### src/rtl/mem_bus_arbiter.sv
// Memory bus arbiter: shares the SRAM/ROM bus between the CPU strobes and a DMA requester,
// with programmable wait states. Define MEM_ARB_BURST_EN to allow DMA bursts of up to BURST_LEN accesses.
module mem_bus_arbiter #(
   parameter int WAIT_STATES = 1,
   parameter int ADDR_W      = 16
`ifdef MEM_ARB_BURST_EN
   ,
   parameter int BURST_LEN   = 4
`endif
) (
   input  logic              clk,
   input  logic              n_rst,
   input  logic              cpu_n_oe,
   input  logic              cpu_n_we,
   input  logic [ADDR_W-1:0] cpu_addr,
   input  logic              dma_req,
   input  logic              dma_we,
   input  logic [ADDR_W-1:0] dma_addr,
   output logic              n_mem_rdy,
   output logic              dma_sel,
   output logic              dma_done,
   output logic [ADDR_W-1:0] mem_addr,
   output logic              mem_n_oe,
   output logic              mem_n_we
);

   typedef enum logic [1:0] {IDLE, CPU_ACC, DMA_ACC} state_t;

   localparam logic [3:0] WS_CNT = 4'(WAIT_STATES);

   state_t     state, state_nxt;
   logic [3:0] cnt, cnt_nxt;
   logic       last_dma, last_dma_nxt;
   logic       dma_we_r, dma_we_nxt;
   logic       cpu_req, cpu_wr, cnt_zero;
`ifdef MEM_ARB_BURST_EN
   logic [2:0] bc, bc_nxt;
`endif

   assign cpu_req  = ~cpu_n_oe | ~cpu_n_we;
   assign cpu_wr   = ~cpu_n_we;
   assign cnt_zero = (cnt == '0);

   always_ff @(posedge clk or negedge n_rst) begin
      if (!n_rst) begin
         state    <= IDLE;
         cnt      <= '0;
         last_dma <= 1'b1;
         dma_we_r <= 1'b0;
`ifdef MEM_ARB_BURST_EN
         bc       <= '0;
`endif
      end else begin
         state    <= state_nxt;
         cnt      <= cnt_nxt;
         last_dma <= last_dma_nxt;
         dma_we_r <= dma_we_nxt;
`ifdef MEM_ARB_BURST_EN
         bc       <= bc_nxt;
`endif
      end
   end

   always_comb begin
      state_nxt    = state;
      cnt_nxt      = cnt;
      last_dma_nxt = last_dma;
      dma_we_nxt   = dma_we_r;
`ifdef MEM_ARB_BURST_EN
      bc_nxt       = bc;
`endif
      dma_sel      = 1'b0;
      dma_done     = 1'b0;
      mem_addr     = cpu_addr;
      mem_n_oe     = 1'b1;
      mem_n_we     = 1'b1;
      n_mem_rdy    = cpu_req & ~((state == CPU_ACC) & cnt_zero);

      case (state)
         IDLE: begin
            // On a tie, last_dma picks whichever side was not served last
            if (cpu_req && (!dma_req || last_dma)) begin
               state_nxt = CPU_ACC;
               cnt_nxt   = WS_CNT;
            end else if (dma_req) begin
               state_nxt  = DMA_ACC;
               cnt_nxt    = WS_CNT;
               dma_we_nxt = dma_we;
            end
         end
         CPU_ACC: begin
            // Both strobes low is handled as a write: read enable stays off
            mem_n_oe = cpu_n_oe | cpu_wr;
            mem_n_we = cpu_n_we | ~cnt_zero;
            if (cnt_zero) begin
               state_nxt    = IDLE;
               last_dma_nxt = 1'b0;
            end else begin
               cnt_nxt = cnt - 4'd1;
            end
         end
         DMA_ACC: begin
            dma_sel  = 1'b1;
            mem_addr = dma_addr;
            mem_n_oe = dma_we_r;
            mem_n_we = ~dma_we_r | ~cnt_zero;
            if (cnt_zero) begin
               dma_done     = 1'b1;
               last_dma_nxt = 1'b1;
`ifdef MEM_ARB_BURST_EN
               if (dma_req && (int'(bc) + 1 < BURST_LEN)) begin
                  cnt_nxt    = WS_CNT;
                  bc_nxt     = bc + 3'd1;
                  dma_we_nxt = dma_we;
               end else begin
                  state_nxt = IDLE;
                  bc_nxt    = '0;
               end
`else
               state_nxt = IDLE;
`endif
            end else begin
               cnt_nxt = cnt - 4'd1;
            end
         end
         default: state_nxt = IDLE;
      endcase
   end

endmodule

### config.mk
export PLATFORM = sky130hd
export DESIGN_NAME = mem_bus_arbiter
export DESIGN_NICKNAME = d
export VERILOG_FILES = /design/src/rtl/mem_bus_arbiter.sv
export SDC_FILE = /design/constraint.sdc
export NUM_CORES = 1
export LEC_CHECK = 0
export CORE_UTILIZATION = 36
export CTS_CLUSTER_DIAMETER = 120
export DETAILED_ROUTE_END_ITERATION = 10
export PLACE_DENSITY_LB_ADDON = 0.2
export SLEW_MARGIN = 20
export SYNTH_ARGS = -nofsm -noshare
export SYNTH_HDL_FRONTEND = slang
export SYNTH_SLANG_ARGS = --single-unit
export TNS_END_PERCENT = 30
### constraint.sdc
create_clock -name clk -period 2.7 [get_ports clk]
set_input_delay 0.54 -clock clk [delete_from_list [all_inputs] [get_ports clk]]
set_output_delay 0.54 -clock clk [all_outputs]
set_load 0.02 [all_outputs]
==> results.py, run 1 <==
metrics = {
    "worst_setup_path": {
        "cp_slowest_cell": "clkdlybuf4s50_1",
        "cpPeakStageDelay_ns": 0.54,
        "crit_family": "buffers and inverters",
        "end_kind": "output port",
        "crit_arrival_ns": 2.03,
        "path_cells": "clkdlybuf4s50_1 > nand2b_1 > a221o_1 > clkdlybuf4s50_1",
        "worstSetupStartpointType": "input pin",
        "rr_startpoint": "cnt[0]",
        "required_ns": 2.16,
        "crit_type": "input pin to output port",
        "path_buf_inv": 2,
        "cp-startpoint": "cpu_n_oe",
        "crit_fanout": 5,
        "path_common_cell": "clkdlybuf4s50_1",
    },
    "grt": {
        "grt_start_max_net_pins": 13,
        "gr-total-overflow": 0,
        "track_usage_pct": 20.3,
        "antenna_found_initial": 0,
        "grt_pass1_vias": 751,
        "grt_pass1_wl_mm": 3.66,
    },
    "finish": {
        "instances_no_fill": 170,
        "drive_gt1_share_pct": 19.6,
        "fin_util_pct": 71.6,
        "seq_area_um2": 201,
        "multiInputGateArea_um2": 538,
        "antenna_cells": 0,
        "area_growth_pct": 85.0,
        "fin_nets": 188,
        "nFillCells": 156,
    },
    "power_and_ir_drop": {
        "peakVddDrop_v": 0.000724,
        "powerDensity_nw_per_um2": 833,
        "p_leak_nw": 0.580,
    },
    "detailed_routing": {
        "finalWirelength_mm": 2.35,
        "drt-pass1-iter-count": 4,
        "via_per_inst": 5.11,
        "drc": 0,
        "antenna_left": 0,
        "vias": 868,
        "dr.first_iter.drc_count": 11,
        "wire_per_inst_um": 13.8,
    },
    "timing": {
        "tightest_slew_ns": 0.372,
        "rsz0062_at_grt": "false",
        "setup_tns_ns": 0,
        "slew_viol_final": 0,
        "period_minus_slack_ns": 2.57,
        "finalSetupViolCount": 0,
        "relSlewSlack_pct": 74.9,
        "max_freq_mhz": 390,
        "worst_clock_skew_ns": 0.00341,
        "hold_viol_final": 0,
        "finalCritPeriodShare_pct": 95.0,
    },
    "cts": {
        "cts_resized": 0,
        "clkTransAtPathRegs_ns": 0.05,
        "cts_setup_buffers": 0,
        "cts_tree": "yes",
        "clock_path_buffers": 2,
        "cts.sink_count": 8,
        "cts_hold_buf": 0,
        "htreeDepth": 1,
        "cts_root_buffer": "clkbuf_4",
        "numCtsBuffers": 3,
        "worstSkewPairLatency_ns": 0.24,
    },
    "place": {
        "gp_congestion": 0.835,
        "dp_hpwl_mm": 2.00,
        "placed_cells": 166,
        "port_buffers": 58,
    },
    "worst_hold_path": {
        "hold_class": "flop to flop",
        "min_from": "state[0]",
    },
    "floorplanning": {
        "coreArea_um2": 2000,
        "fp.dieH_um": 48.4,
        "start_util_pct": 38.7,
        "fp.dieArea_um2": 2340,
        "num_rows": 16,
        "io_pins": 59,
        "fp.dieW_um": 48.4,
    },
    "status": {
        "status": "complete, no violations",
    },
    "logic_synthesis": {
        "ys_top_cells_by_count": "mux2_2, dfrtp_1, ha_1, inv_1",
        "syn_area_um2": 774,
        "yosysUniqueCellTypes": 34,
        "synth_top_area_cell": "mux2_2",
        "synth_seq_cells": 8,
        "synth_edf_count": 0,
        "synthFlopType": "dfrtp_1",
        "syn_inst": 81,
        "yosysMostFrequentCell": "mux2_2",
        "synth_nets": 125,
        "synth.yosys.warnings": 0,
        "synthTopCellsByArea": "mux2_2, dfrtp_1, ha_1",
        "yosysSeqAreaShare_pct": 26.0,
        "syn_avg_cell_area_um2": 9.56,
        "yosysTopAreaCellShare_pct": 26.2,
        "async_flop_share_pct": 100,
    },
    "flow_run": {
        "cap_violations": 0,
    },
}
==> per-stage QoR <==
stage	cell area [µm²]	hold WS (ns)	setup WS [ns]	power, mW
6_report	1430	0.542	0.134	1.19
5_1_grt	1430	0.560	0.0235	1.29
4_1_cts	1430	0.541	0.135	1.19
3_5_place_dp	1400	0.531	0.137	1.10
3_3_place_gp	1400	0.526	0.154	1.08
2_1_floorplan	774	0.244	0.604	0.757
==> area by class of cell <==
type | instances | area share, %
Clock buffer | 4 | 1.83
Inverter | 6 | 1.57
Multi-Input combinational cell | 63 | 37.6
Sequential cell | 8 | 14.1
Tap cell | 27 | 2.36
Timing Repair Buffer | 62 | 42.6
==> cells by family (layout without fill, tap and decap cells) <==
kind of cell / Yosys count / count (layout) / share of synthesized area (%)
compound gates: 16 / 16 / 15.0
simple gates: 23 / 23 / 17.9
buf+inv: 10 / 72 / 5.17
mux: 18 / 18 / 26.2
flops: 8 / 8 / 26.0
fa+ha+maj: 6 / 6 / 9.69
==> flip-flops by register name, summed over array words and instances (netlist names) <==
register / flops
cnt: 4
state: 2
last_dma: 1
dma_we_r: 1
==> placed cells by master (no fill, tap or decap), types with 2 or more instances in the layout <==
cell	Yosys	layout
buf_4	0	4
inv_1	6	6
dfrtp_1	7	7
or4_1	2	2
nand2_1	5	5
o21ai_0	5	5
nand4_1	2	2
nand3_1	3	3
ha_1	6	6
clkdlybuf4s50_1	0	58
nand3b_1	2	2
mux2_2	18	18
clkbuf_4	0	3
==> worst paths after layout <==
path                       endpoint  slack [ns]  cells after the start
max                        mem_n_oe        0.13                      4
min                        state[0]        0.54                      1
max reg2reg                  cnt[1]        0.98                      6
min reg2reg                state[0]        0.54                      1
max in group asynchronous  last_dma        1.86                      1
min in group asynchronous    cnt[3]        0.55                      1
==> where the power goes <==
group | switching [mW] | leakage (nW) | internal [mW]
Combinational | 0.425 | 0.466 | 0.460
Clock | 0.0334 | 0.0150 | 0.0560
Sequential | 0.0439 | 0.0984 | 0.176
Total | 0.502 | 0.580 | 0.691
==> routing by layer <==
layer	track usage (%)	up-vias	routed length, µm
met5	0	-	0
met1	25.3	400	1030
met4	8.33	0	47
met2	33.3	34	1110
met3	5.03	6	158
li1	-	428	-
No activity file was read; power rests on OpenSTA's default activity.
==> inputs of run 2 (changes only) <==
--- a/config.mk
+++ b/config.mk
@@ -5,6 +5,7 @@
 export SDC_FILE = /design/constraint.sdc
 export NUM_CORES = 1
 export LEC_CHECK = 0
+export CORE_MARGIN = 1.5
 export CORE_UTILIZATION = 36
 export CTS_CLUSTER_DIAMETER = 120
 export DETAILED_ROUTE_END_ITERATION = 10
==> run 2 against run 1 <==
- critical path type is now flop to output port
- cell area shrank 0.17%
- fmax decreased by 0.59%
- largest power group unchanged
- first-iteration DRC count grew 120%
- via count is 3.7% higher
- hold slack is essentially flat
- wire length grew 8.6%
- sequential power hardly changed
- largest cell class unchanged
- power rose by 1.5%
- highest routed layer unchanged
- global-route usage up 1.5 points
==> results.py, run 2 (synthesis results as in run 1) <==
metrics = {
    "finish": {
        "antenna_cells": 0,
        "instances_no_fill": 170,
        "seq_area_um2": 201,
        "top_register": "cnt",
        "final_common_cell": "clkdlybuf4s50_1",
        "drive_gt1_share_pct": 18.9,
        "largestRegisters": "cnt (4), state (2)",
        "multiInputGateArea_um2": 533,
        "largest_reg_flops": 4,
        "area_growth_pct": 84.7,
        "nFillCells": 160,
        "fin_nets": 188,
        "stdcell_area_um2": 1430,
        "final_cell_mix": "clkdlybuf4s50_1, mux2_2, dfrtp_1",
    },
    "timing": {
        "worst_clock_skew_ns": 0.00563,
        "period_minus_slack_ns": 2.58,
        "rsz0062_at_grt": "false",
        "setup_tns_ns": 0,
        "relSlewSlack_pct": 76.3,
        "slew_viol_final": 0,
        "max_freq_mhz": 387,
        "finalSetupViolCount": 0,
        "tightest_slew_ns": 0.352,
        "hold_viol_final": 0,
        "finalCritPeriodShare_pct": 95.6,
        "fin_ws_ns": 0.119,
    },
    "grt": {
        "grt_pass1_wl_mm": 4.02,
        "grt_pass1_vias": 839,
        "antenna_found_initial": 0,
        "track_usage_pct": 21.8,
        "grt_start_max_net_pins": 12,
        "gr-total-overflow": 0,
    },
    "place": {
        "placed_cell_area_um2": 1400,
        "placed_cells": 166,
        "post-place-ws_ns": 0.135,
        "dp_hpwl_mm": 2.05,
        "gp_congestion": 0.843,
        "port_buffers": 58,
    },
    "cts": {
        "clkTransAtPathRegs_ns": 0.06,
        "cts_setup_buffers": 0,
        "cts_resized": 0,
        "cts.sink_count": 8,
        "cts_tree": "yes",
        "cts_hold_buf": 0,
        "worstSkewPairLatency_ns": 0.25,
        "htreeDepth": 1,
        "cts_root_buffer": "clkbuf_4",
        "numCtsBuffers": 3,
        "clock_path_buffers": 2,
    },
    "status": {
        "status": "complete, no violations",
    },
    "detailed_routing": {
        "antenna_left": 0,
        "finalWirelength_mm": 2.55,
        "via_per_inst": 5.29,
        "wire_per_inst_um": 15.0,
        "vias": 900,
        "dr.first_iter.drc_count": 24,
        "drc": 0,
        "drt-pass1-iter-count": 5,
    },
    "flow_run": {
        "cap_violations": 0,
    },
    "floorplanning": {
        "start_util_pct": 38.7,
        "fp.dieH_um": 49.4,
        "io_pins": 59,
        "fp.dieW_um": 49.4,
        "num_rows": 16,
        "coreArea_um2": 2000,
        "fp.dieArea_um2": 2440,
    },
    "worst_setup_path": {
        "end_kind": "output port",
        "crit_type": "flop to output port",
        "cpPeakStageDelay_ns": 0.64,
        "required_ns": 2.16,
        "path_cells": "inv_1 > ha_1 > nor3b_1 > buf_4 > a21boi_0 > clkdlybuf4s50_1",
        "crit_arrival_ns": 2.04,
        "crit_fanout": 6,
        "worstSetupStartpointType": "flop",
        "r2r_cells": 5,
        "cp_slowest_cell": "clkdlybuf4s50_1",
    },
    "power_and_ir_drop": {
        "total_power_mw": 1.21,
        "peakVddDrop_v": 0.000652,
        "powerDensity_nw_per_um2": 847,
        "p_leak_nw": 0.595,
    },
    "worst_hold_path": {
        "hold_class": "input pin to asynchronous set/reset pin",
    },
}
==> run 2: cell types whose count changed in the layout (fill, tap and decap cells not counted), sizes merged <==
cell	change
dlymetal6s2s	+1
clkdlybuf4s50	-1
==> run 2: power by group <==
part           internal [mW]  switching (mW)
sequential             0.175          0.0439
clock                 0.0565          0.0399
combinational          0.458           0.438
==> run 2: metrics by stage <==
stage | util [%] | hold WS, ns
4_1_cts | 71.3 | 0.543
2_1_floorplan | - | 0.244
3_5_place_dp | 70.0 | 0.538
6_report | 71.4 | 0.543
3_3_place_gp | 70.0 | 0.525
5_1_grt | 71.4 | 0.561
==> run 2: critical path: cells and delay by family, from the launching register on <==
| family | cells | cell delay, ns |
|---|---|---|
| fa+ha+maj | 1 | 0.21 |
| compound gates | 1 | 0.17 |
| buf+inv | 3 | 0.88 |
| flops | 1 | 0.38 |
| simple gates | 1 | 0.14 |
==> run 2: cell type report <==
| cell class | count | share of cell area, % |
|---|---|---|
| multi-input combinational | 63 | 37.3 |
| sequential | 8 | 14.1 |
| clock buffer | 4 | 1.84 |
| timing repair buffer | 62 | 42.9 |
| tap | 27 | 2.36 |
| inverter | 6 | 1.57 |
==> run 2: routing by layer <==
metal  up-vias  wire length, µm  part of all wire [%]  global-route usage [%]
li1        429                -                     -                       -
met1       415             1040                    41                    24.4
met2        54             1290                    51                    39.9
met3         2              200                   7.8                    4.60
met4         0               19                  0.74                    8.33
met5         -                0                     0                       0
==> run 2: final timing paths <==
kind                           from   endpoint  slack [ns]
min reg2reg                state[0]   state[0]        0.54
max in group asynchronous     n_rst   last_dma        1.86
max                          cnt[0]  n_mem_rdy        0.12
min                           n_rst     cnt[3]        0.54
min in group clk           state[0]   state[0]        0.54
max reg2reg                state[0]     cnt[2]        0.98
==> inputs of run 3 (changes only) <==
--- a/config.mk
+++ b/config.mk
@@ -5,8 +5,10 @@
 export SDC_FILE = /design/constraint.sdc
 export NUM_CORES = 1
 export LEC_CHECK = 0
+export CELL_PAD_IN_SITES_DETAIL_PLACEMENT = 1
+export CELL_PAD_IN_SITES_GLOBAL_PLACEMENT = 1
 export CORE_MARGIN = 1.5
-export CORE_UTILIZATION = 36
+export CORE_UTILIZATION = 25
 export CTS_CLUSTER_DIAMETER = 120
 export DETAILED_ROUTE_END_ITERATION = 10
 export PLACE_DENSITY_LB_ADDON = 0.2
@@ -14,4 +16,4 @@
 export SYNTH_ARGS = -nofsm -noshare
 export SYNTH_HDL_FRONTEND = slang
 export SYNTH_SLANG_ARGS = --single-unit
-export TNS_END_PERCENT = 30
+export TNS_END_PERCENT = 100
==> run 3 against run 2 <==
- fmax increased by 0.46%
- clock skew barely moved
- via count shrank 1.3%
- critical path depth down 2
- wire length increased by 11%
- utilization fell by 22 points
- die area up 41%
==> results.py, run 3 (synthesis results as in run 1) <==
metrics = {
    "status": {
        "status": "complete, no violations",
    },
    "detailed_routing": {
        "dr.first_iter.drc_count": 17,
        "drc": 0,
        "wire_per_inst_um": 16.2,
        "finalWirelength_mm": 2.83,
        "via_per_inst": 5.07,
        "drt-pass1-iter-count": 4,
        "vias": 888,
        "antenna_left": 0,
    },
    "power_and_ir_drop": {
        "clkPwrFrac_pct": 9.0,
        "peakVddDrop_v": 0.000387,
        "internal-power_uw": 687,
        "switching_power_uw": 539,
        "p_seq_share_pct": 17.9,
        "p_leak_nw": 0.747,
        "switching_share_pct": 44.0,
        "powerDensity_nw_per_um2": 823,
        "share_comb_of_total_power_pct": 73.2,
    },
    "worst_setup_path": {
        "path_common_cell": "clkdlybuf4s50_1",
        "rr_endpoint": "cnt[2]",
        "r2r_slack_ns": 0.95,
        "path_cells": "clkdlybuf4s50_1 > nand2b_1 > a221o_1 > clkdlybuf4s50_1",
        "rr_startpoint": "state[0]",
        "crit_type": "input pin to output port",
        "required_ns": 2.16,
        "r2r_cells": 5,
        "crit_fanout": 6,
        "cpPeakStageDelay_ns": 0.57,
        "worstSetupStartpointType": "input pin",
        "cp_slowest_cell": "clkdlybuf4s50_1",
        "crit_arrival_ns": 2.03,
        "end_kind": "output port",
    },
    "finish": {
        "fin_nets": 187,
        "area_growth_pct": 92.4,
        "final_common_cell": "clkdlybuf4s50_1",
        "final_cell_mix": "clkdlybuf4s50_1, mux2_2, dlymetal6s2s_1",
        "antenna_cells": 0,
        "largestRegisters": "cnt (4), state (2)",
        "stdcell_area_um2": 1490,
        "top_register": "cnt",
        "largest_reg_flops": 4,
        "drive_gt1_share_pct": 19.0,
    },
    "grt": {
        "track_usage_pct": 16.3,
        "grt_start_max_net_pins": 21,
        "grt_use_met2_pct": 28.6,
        "grt_busiest_layer": "met2",
        "grt_pass1_vias": 946,
        "grt_pass1_wl_mm": 4.32,
        "gr-total-overflow": 0,
        "antenna_found_initial": 0,
        "met1_usage_pct": 19.6,
        "grt_use_met3_pct": 3.52,
    },
    "timing": {
        "worst_clock_skew_ns": 0.00572,
        "slew_viol_final": 0,
        "relSlewSlack_pct": 73.1,
        "rsz0062_at_grt": "false",
        "hold_viol_final": 0,
        "finalCritPeriodShare_pct": 95.2,
        "max_freq_mhz": 389,
        "tightest_slew_ns": 0.403,
        "finalSetupViolCount": 0,
        "period_minus_slack_ns": 2.57,
        "setup_tns_ns": 0,
    },
    "cts": {
        "clock_path_buffers": 2,
        "cts.sink_count": 8,
        "cts_tree": "yes",
        "clkTransAtPathRegs_ns": 0.07,
        "worstSkewPairLatency_ns": 0.27,
        "numCtsBuffers": 3,
        "cts_root_buffer": "clkbuf_4",
        "cts_hold_buf": 0,
        "htreeDepth": 1,
    },
    "floorplanning": {
        "coreArea_um2": 3000,
        "num_rows": 20,
        "fp.dieArea_um2": 3440,
        "fp.dieH_um": 58.7,
        "start_util_pct": 25.8,
        "io_pins": 59,
        "fp.dieW_um": 58.7,
    },
    "place": {
        "gp_congestion": 0.766,
        "placed_cell_area_um2": 1410,
        "port_buffers": 58,
        "dp_hpwl_mm": 2.19,
    },
    "worst_hold_path": {
        "hold_class": "input pin to asynchronous set/reset pin",
    },
    "flow_run": {
        "cap_violations": 0,
    },
}
-- run 3: cell count changes in the layout (fill, tap and decap cells not counted), sizes merged --
cell / change
buf: -1
clkdlybuf4s50: -17
dlymetal6s2s: +17
-- run 3: how the worst max path moves through the flow --
| stage | from | depth (start not counted) | slack, ns | to |
|---|---|---|---|---|
| after global placement | cpu_n_oe | 4 | 0.15 | mem_n_oe |
| final | cpu_n_we | 4 | 0.13 | mem_n_oe |
| after detailed placement | cpu_n_we | 4 | 0.13 | mem_n_oe |
| after CTS | cnt[0] | 6 | 0.02 | dma_done |
| after global routing | state[0] | 7 | 0.01 | mem_n_we |
| after floorplan | state[0] | 4 | 0.60 | mem_addr[0] |
-- run 3: repair_timing --
| action | CTS | global route |
|---|---|---|
| endpoints found under the setup margin | 0 | 18 |
| gates resized for setup | 0 | 19 |
| hold endpoints to repair | 0 | 0 |
| buffers inserted | 0 | 0 |
-- run 3: metal layers --
metal,wire length [µm],share of wire [%]
met5,0,0
met4,36,1.3
met3,251,8.9
met2,1330,47
met1,1210,43
-- run 3: critical path, delay by kind of cell --
kind,cells,cell delay (ns)
AO/OA/AOI/OAI,1,0.29
buffers and inverters,2,1.12
AND/OR/NAND/NOR,1,0.08
-- run 3: power by group through the flow --
stage / registers, mW / clock network (mW) / logic, mW
floorplan: 0.207 / 0 / 0.550
global placement: 0.215 / 0 / 0.887
detailed placement: 0.220 / 0 / 0.914
CTS: 0.218 / 0.112 / 0.917
global route: 0.229 / 0.117 / 0.976
finish: 0.219 / 0.110 / 0.897
-- run 3: final cells by class --
| type | instances | area, µm² |
|---|---|---|
| Clock buffer | 4 | 26.3 |
| Fill cell | 346 | 1510 |
| Inverter | 6 | 22.5 |
| Multi-Input combinational cell | 63 | 538 |
| Sequential cell | 8 | 201 |
| Tap cell | 33 | 41.3 |
| Timing Repair Buffer | 61 | 661 |
-- run 3: stage by stage --
stage | util, % | hold WS (ns) | setup slack, ns | power [mW] | cells
after floorplan | - | 0.244 | 0.604 | 0.757 | 81
after global placement | 47.1 | 0.536 | 0.147 | 1.10 | 171
after detailed placement | 47.1 | 0.548 | 0.132 | 1.13 | 171
after CTS | 48.0 | 0.562 | 0.0178 | 1.25 | 175
after global routing | 49.6 | 0.588 | 0.0131 | 1.32 | 175
final | 49.6 | 0.558 | 0.130 | 1.23 | 175
